## config.mk

```make
export PLATFORM = sky130hd
export DESIGN_NAME = hazard_ctrl
export DESIGN_NICKNAME = d
export VERILOG_FILES = /design/src/rtl/hazard_ctrl_pkg.sv /design/src/rtl/hazard_ctrl_detect.sv /design/src/rtl/hazard_ctrl.sv
export SDC_FILE = /design/constraint.sdc
export NUM_CORES = 1
export LEC_CHECK = 0
export ABC_AREA = 1
export CAP_MARGIN = 0
export CORE_AREA = 2 2 39 41
export CTS_CLUSTER_SIZE = 28
export DETAILED_ROUTE_END_ITERATION = 10
export DIE_AREA = 0 0 41 43
export PLACE_DENSITY = 0.72
export SKIP_CTS_REPAIR_TIMING = 1
export SYNTH_ARGS = -nofsm -noshare
export SYNTH_HDL_FRONTEND = slang
export SYNTH_SLANG_ARGS = --single-unit
```

## constraint.sdc

```tcl
create_clock -name clk -period 2.65 [get_ports clk]
set_input_delay 0.795 -clock clk [delete_from_list [all_inputs] [get_ports clk]]
set_output_delay 0.795 -clock clk [all_outputs]
set_load 0.005 [all_outputs]
```

## src/rtl/hazard_ctrl_pkg.sv

```systemverilog
`default_nettype none
// ============================================================================
// Module      : hazard_ctrl_pkg
// Description : Shared types and constants for the hazard controller and
//               the pipeline registers it drives.
// Revision    : 1.0 - initial release
// ============================================================================
package hazard_ctrl_pkg;

    localparam int C_REG_AW = 5;
    localparam logic [31:0] C_NOP = 32'h0000_0000;

    typedef enum logic [1:0] {
        RUN   = 2'd0,
        STALL = 2'd1,
        FLUSH = 2'd2
    } state_t;

endpackage
`default_nettype wire

```

## src/rtl/hazard_ctrl_detect.sv

```systemverilog
`default_nettype none
// ============================================================================
// Module      : hazard_detect
// Description : Combinational load-use comparator between EX and ID stages.
// Revision    : 1.0 - initial release
// ============================================================================
module hazard_detect
    import hazard_ctrl_pkg::*;
#(
    parameter int REG_AW = C_REG_AW
) (
    input  logic [REG_AW-1:0] id_rs,
    input  logic [REG_AW-1:0] id_rt,
    input  logic              id_uses_rt,
    input  logic [REG_AW-1:0] ex_rd,
    input  logic              ex_mem_read,
    output logic              lu
);

    logic w_rd_nz;
    logic w_rs_hit;
    logic w_rt_hit;

    // r0 is hardwired to zero, so a load targeting it never creates a dependency
    assign w_rd_nz  = (ex_rd != '0);
    assign w_rs_hit = (ex_rd == id_rs);
    assign w_rt_hit = id_uses_rt & (ex_rd == id_rt);
    assign lu       = ex_mem_read & w_rd_nz & (w_rs_hit | w_rt_hit);

endmodule
`default_nettype wire

```

## src/rtl/hazard_ctrl.sv

```systemverilog
`default_nettype none
// ============================================================================
// Module      : hazard_ctrl
// Description : Load-use stall and branch/jump flush controller. Define
//               HAZARD_PERF_CNT_EN to add stall/flush performance counters.
// Revision    : 1.0 - initial release
// ============================================================================
module hazard_ctrl
    import hazard_ctrl_pkg::*;
#(
    parameter int LOAD_LAT = 1,
    parameter int REG_AW   = C_REG_AW
) (
    input  logic              clk,
    input  logic              rst,
    input  logic [REG_AW-1:0] id_rs,
    input  logic [REG_AW-1:0] id_rt,
    input  logic              id_uses_rt,
    input  logic [REG_AW-1:0] ex_rd,
    input  logic              ex_mem_read,
    input  logic              ex_branch_taken,
    input  logic              id_jump,
    output logic              pc_hazard,
    output logic              ifid_hold,
    output logic              ifid_flush,
    output logic              idex_bubble,
`ifdef HAZARD_PERF_CNT_EN
    output logic [31:0]       stall_cnt,
    output logic [31:0]       flush_cnt,
`endif
    output logic [1:0]        dbg_state
);

    localparam logic [2:0] C_LAT_M1 = 3'(LOAD_LAT - 1);

    state_t     r_state;
    state_t     w_state_nxt;
    logic [2:0] r_cnt;
    logic [2:0] w_cnt_nxt;
    logic       w_lu;
    logic       w_haz;
    logic       w_hold;
    logic       w_flush;
    logic       w_bub;

    hazard_detect #(
        .REG_AW (REG_AW)
    ) u_detect (
        .id_rs       (id_rs),
        .id_rt       (id_rt),
        .id_uses_rt  (id_uses_rt),
        .ex_rd       (ex_rd),
        .ex_mem_read (ex_mem_read),
        .lu          (w_lu)
    );

    always_ff @(posedge clk) begin
        if (!rst) begin
            r_state <= RUN;
            r_cnt   <= 3'd0;
        end else begin
            r_state <= w_state_nxt;
            r_cnt   <= w_cnt_nxt;
        end
    end

    always_comb begin
        w_haz       = 1'b0;
        w_hold      = 1'b0;
        w_flush     = 1'b0;
        w_bub       = 1'b0;
        w_state_nxt = r_state;
        w_cnt_nxt   = r_cnt;
        // A taken branch wins in every state and cancels any pending stall
        if (ex_branch_taken) begin
            w_flush     = 1'b1;
            w_bub       = 1'b1;
            w_state_nxt = FLUSH;
            w_cnt_nxt   = 3'd0;
        end else begin
            case (r_state)
                STALL: begin
                    w_haz  = 1'b1;
                    w_hold = 1'b1;
                    w_bub  = 1'b1;
                    if (r_cnt <= 3'd1) begin
                        w_state_nxt = RUN;
                        w_cnt_nxt   = 3'd0;
                    end else begin
                        w_cnt_nxt = r_cnt - 3'd1;
                    end
                end
                FLUSH: begin
                    w_bub       = 1'b1;
                    w_state_nxt = RUN;
                end
                default: begin
                    w_state_nxt = RUN;
                    if (id_jump) begin
                        w_flush = 1'b1;
                    end else if (w_lu) begin
                        w_haz  = 1'b1;
                        w_hold = 1'b1;
                        w_bub  = 1'b1;
                        if (LOAD_LAT > 1) begin
                            w_state_nxt = STALL;
                            w_cnt_nxt   = C_LAT_M1;
                        end
                    end
                end
            endcase
        end
    end

    assign pc_hazard   = rst & w_haz;
    assign ifid_hold   = rst & w_hold;
    assign ifid_flush  = rst & w_flush;
    assign idex_bubble = rst & w_bub;
    assign dbg_state   = r_state;

`ifdef HAZARD_PERF_CNT_EN
    logic [31:0] r_stall_cnt;
    logic [31:0] r_flush_cnt;

    always_ff @(posedge clk) begin
        if (!rst) begin
            r_stall_cnt <= 32'd0;
            r_flush_cnt <= 32'd0;
        end else begin
            if (pc_hazard)  r_stall_cnt <= r_stall_cnt + 32'd1;
            if (ifid_flush) r_flush_cnt <= r_flush_cnt + 32'd1;
        end
    end

    assign stall_cnt = r_stall_cnt;
    assign flush_cnt = r_flush_cnt;
`endif

endmodule
`default_nettype wire

```

# After elaboration in Yosys (flattened, before gate mapping)
# Cells that the tools add are included.
dict set report word_totals {
  ff_bits 1
  input_bits 21
  out_inout_bits 6
  elab_cells 21
}
dict set report op_classes {
  n_eq_ne 2
  n_mux 10
  bitwise 7
  reduce_logical 1
}
# op n
set ops {}
lappend ops {{5-bit == test} 2}
lappend ops {{1-bit 2-to-1 mux} 9}
lappend ops {{1-bit bitwise AND} 6}
lappend ops {{5-bit nonzero test} 1}
lappend ops {{2-bit 2-to-1 mux} 1}
lappend ops {{1-bit bitwise OR} 1}

# Longest topological paths before layout
dict set report depth {
  depth_word 9
  depth_mapped 9
  depth_no_buf 8
}

# By module
# A second synthesis with hierarchy kept.
dict set report hier_totals {
  hier_cells 68
  hier_area_um2 301.5
}
# module instances cells_per_inst area_per_inst_um2 seq_area_each_um2
set modules_own_cells {}
lappend modules_own_cells {hazard_detect 1 52 206.4 0.0}
lappend modules_own_cells {hazard_ctrl 1 16 95.1 20.0}

# Worst setup path after synthesis
# Ideal clock, no wire load.
dict set report synth_path {
  path_kind {in2out}
  startpoint {input port ex_rd[0]}
  endpoint {output port pc_hazard}
  arrival_time_ps 1412
  t_required_ps 1855
  setup_slack_ps 443
  cell_stages 9
  n_path_buf 1
  path_cell_list {inv_1 nand2_1 nand2_1 nor2_1 nand3_1 nand2_1 nand2_2 nor2_2 buf_4}
}
dict set report synth_via {
  elab_chain_len 9
  word_cells_on_any_way 12
  classes_between {eq/ne: 2; mux: 4; bitwise: 5; reduce/logical: 1}
}
# element line
set synth_lines {}
lappend synth_lines {{from (decl)} hazard_ctrl.sv:19} ;# input logic [REG_AW-1:0] ex_rd,
lappend synth_lines {{5-bit == test} hazard_ctrl_detect.sv:27} ;# assign w_rt_hit = id_uses_rt & (ex_rd == id_rt);
lappend synth_lines {{1-bit bitwise AND} hazard_ctrl_detect.sv:27}
lappend synth_lines {{1-bit bitwise OR} hazard_ctrl_detect.sv:28} ;# assign lu = ex_mem_read & w_rd_nz & (w_rs_hit | w_rt_hit);
lappend synth_lines {{1-bit bitwise AND (*)} hazard_ctrl_detect.sv:28}
lappend synth_lines {{1-bit 2-to-1 mux (*) (4 in a row)} -}
lappend synth_lines {{1-bit bitwise AND (*)} -}
lappend synth_lines {{to (decl)} hazard_ctrl.sv:23} ;# output logic pc_hazard,
# Mark *: on every way between the ends. The rest lies on a longest branch, timed or not.

# Worst setup path after layout
dict set report layout_path {
  startpoint {input port ex_branch_taken}
  endpoint {output port idex_bubble}
}
dict set report layout_via {
  elab_chain_len 2
}
# element line
set layout_lines {}
lappend layout_lines {{from (decl)} hazard_ctrl.sv:21} ;# input logic ex_branch_taken,
lappend layout_lines {{1-bit 2-to-1 mux} hazard_ctrl.sv:75} ;# if (ex_branch_taken) begin
lappend layout_lines {{1-bit bitwise AND} hazard_ctrl.sv:118} ;# assign idex_bubble = rst & w_bub;
lappend layout_lines {{to (decl)} hazard_ctrl.sv:26} ;# output logic idex_bubble,
# Every way passes these cells.

==> results_dict.tcl <==
set metrics [dict create \
    fmax_ghz 0.393 \
    finalSetupViolations 0 \
    dp_cells 109 \
    synth_compound_area_share_pct 0 \
    area.growth.synth_to_final_pct 102 \
    nets 116 \
    dr.pass1.iters 2 \
    syn_area_um2 299 \
    worstSetupPathDepth 5 \
    dp_slack_ns -0.551 \
    finalCritPeriodShare_pct 96.1 \
    power_leakage_uw 0.000505 \
    synthTopCellsByCount "32 x nand2_1, 15 x inv_1, 8 x nor2_1" \
    ys.flop_type "dfxtp_1" \
    syn_area_per_cell_um2 4.40 \
    hold_class "reg -> out" \
    die_w_um 41 \
    synth_top_family_by_area "simple AND/OR/NAND/NOR gates" \
    synthMuxAreaShare_pct 0 \
    p_per_area_mw_per_mm2 138 \
    seq_area_frac_synth_pct 6.69 \
    grt_pass1_vias 358 \
    crit_family "buffers and inverters" \
    criticalPathCategory "in -> out" \
    wl_um 775 \
    worstPathArrival_ns 1.75 \
    vias 408 \
    port_buffers 25 \
    cp.required_ns 1.86 \
    hold_depth 3 \
    synth_fa_ha_area_share_pct 0 \
    detail-route-antenna-nets 0 \
    ir_drop_mv 0.0946 \
    synthDistinctLibCells 13 \
    diodes 0 \
    fp.dieH_um 43 \
    hold_viol_final 0 \
    crit_end "idex_bubble" \
    startpoint_type "primary input" \
    critPathBufInv 2 \
    worst_slack_ns 0.102 \
    synth.area.top_cells "nand2_1 40%, inv_1 19%, nor2_1 10%" \
    grt_first_pass_wirelength_mm 1.31 \
    start_util_pct 21.6 \
    syn_inst 68 \
    drive_above_1_share_pct 8.60 \
    ys_warn_count 0 \
    routedWlPerCell_um 7.11 \
    place.gp.congestion 0.752 \
    finalCriticalPeriod_ns 2.55 \
    clk_pin_slew_ns 0 \
    total_power_uw 83.5 \
    worstSetupStartpoint "ex_branch_taken" \
    ys_seq_elements 1 \
    track_usage_pct 9.71 \
    synth_nets 89 \
    hpwl_um 682 \
    status "finished clean" \
    stdcell_count 109 \
    whs_ns 1.39 \
    slew_viol_final 0 \
    path_cells "clkdlybuf4s50_1 > or2_2 > nand2_1 > nand2_1 > dlymetal6s2s_1" \
    synth_xor_area_share_pct 2.93 \
    drt_iter0_markers 1 \
    pin_count 27 \
    drv_cap 0 \
    synth_edf_count 0 \
    yosysMostFrequentCell "nand2_1" \
    yosysTopAreaCell "nand2_1" \
    rsz0062_at_grt "no" \
    antenna_found_initial 0 \
    crit_slowest_cell "clkdlybuf4s50_1" \
    vias_per_cell 3.74 \
    die-area_mm2 0.00176 \
    crit_top_cell "nand2_1" \
    grt_start_max_net_pins 5 \
    grt_overflow_total 0 \
    yosys.area_share.simple_pct 64.0 \
    coreArea_mm2 0.00138 \
    async_reset_ff_share_pct 0 \
    rows 14 \
    post-route-drc-count 0 \
    max_stage_delay_ns 0.41 \
    yosys.area.top_type_share_pct 40.2 \
    critPathCaptureType "output port" \
    largest_register_ffs 1 \
    crit_path_max_fanout 2 \
]
==> area by class of cell <==
class	instances	area, µm²
inverter	16	60.1
timing repair buffer	27	300
sequential	1	20.0
tap	16	20.0
multi-input combinational	49	204
fill	157	779
==> metrics by stage <==
step	TNS (ns)	cell area, µm²	util [%]
6_report	0	604	43.7
5_1_grt	0	604	43.7
4_1_cts	-1.75	569	41.1
3_5_place_dp	-1.74	569	41.1
3_3_place_gp	-1.71	569	41.1
2_1_floorplan	0	299	-
==> worst min-delay path by stage <==
stage	startpoint	endpoint	slack (ns)
6_report	dbg_state[1]$_SDFF_PN0_	ifid_hold	1.39
5_1_grt	dbg_state[1]$_SDFF_PN0_	ifid_hold	1.42
4_1_cts	ex_branch_taken	dbg_state[1]$_SDFF_PN0_	1.47
3_5_place_dp	ex_branch_taken	dbg_state[1]$_SDFF_PN0_	1.46
3_3_place_gp	ex_branch_taken	dbg_state[1]$_SDFF_PN0_	1.46
2_1_floorplan	ex_branch_taken	dbg_state[1]$_SDFF_PN0_	0.91
==> per-layer routing <==
layer / vias up / wire (µm) / GRT usage (%)
li1: 240 / - / -
met5: - / 0 / 0
met4: 0 / 0 / 0
met2: 11 / 383 / 15.6
met1: 157 / 345 / 15.0
met3: 0 / 47 / 0
==> kinds of logic after synthesis <==
| family | count (synthesis) |
|---|---|
| XOR/XNOR | 1 |
| flip-flops | 1 |
| other | 1 |
| buffers and inverters | 18 |
| AND/OR/NAND/NOR | 47 |
==> layout by cell type (no fill, tap or decap) <==
cell              n
or2_2             1
inv_1            15
nand4_1           2
nor2_1            8
nor2_2            1
conb_1            1
xnor2_1           1
nand2_2           1
buf_4             2
dfxtp_1           1
nand2_1          32
nand3_1           2
clkbuf_2          2
inv_2             1
clkdlybuf4s50_1   5
dlymetal6s2s_1   18
==> where the power goes <==
part	internal [µW]	total (µW)	switching [µW]	leakage, µW
Clock	0	0	0	0
Sequential	16.2	16.7	0.530	0.00000834
Combinational	39.9	66.8	26.8	0.000497
Power figures use the tool's default switching activity.
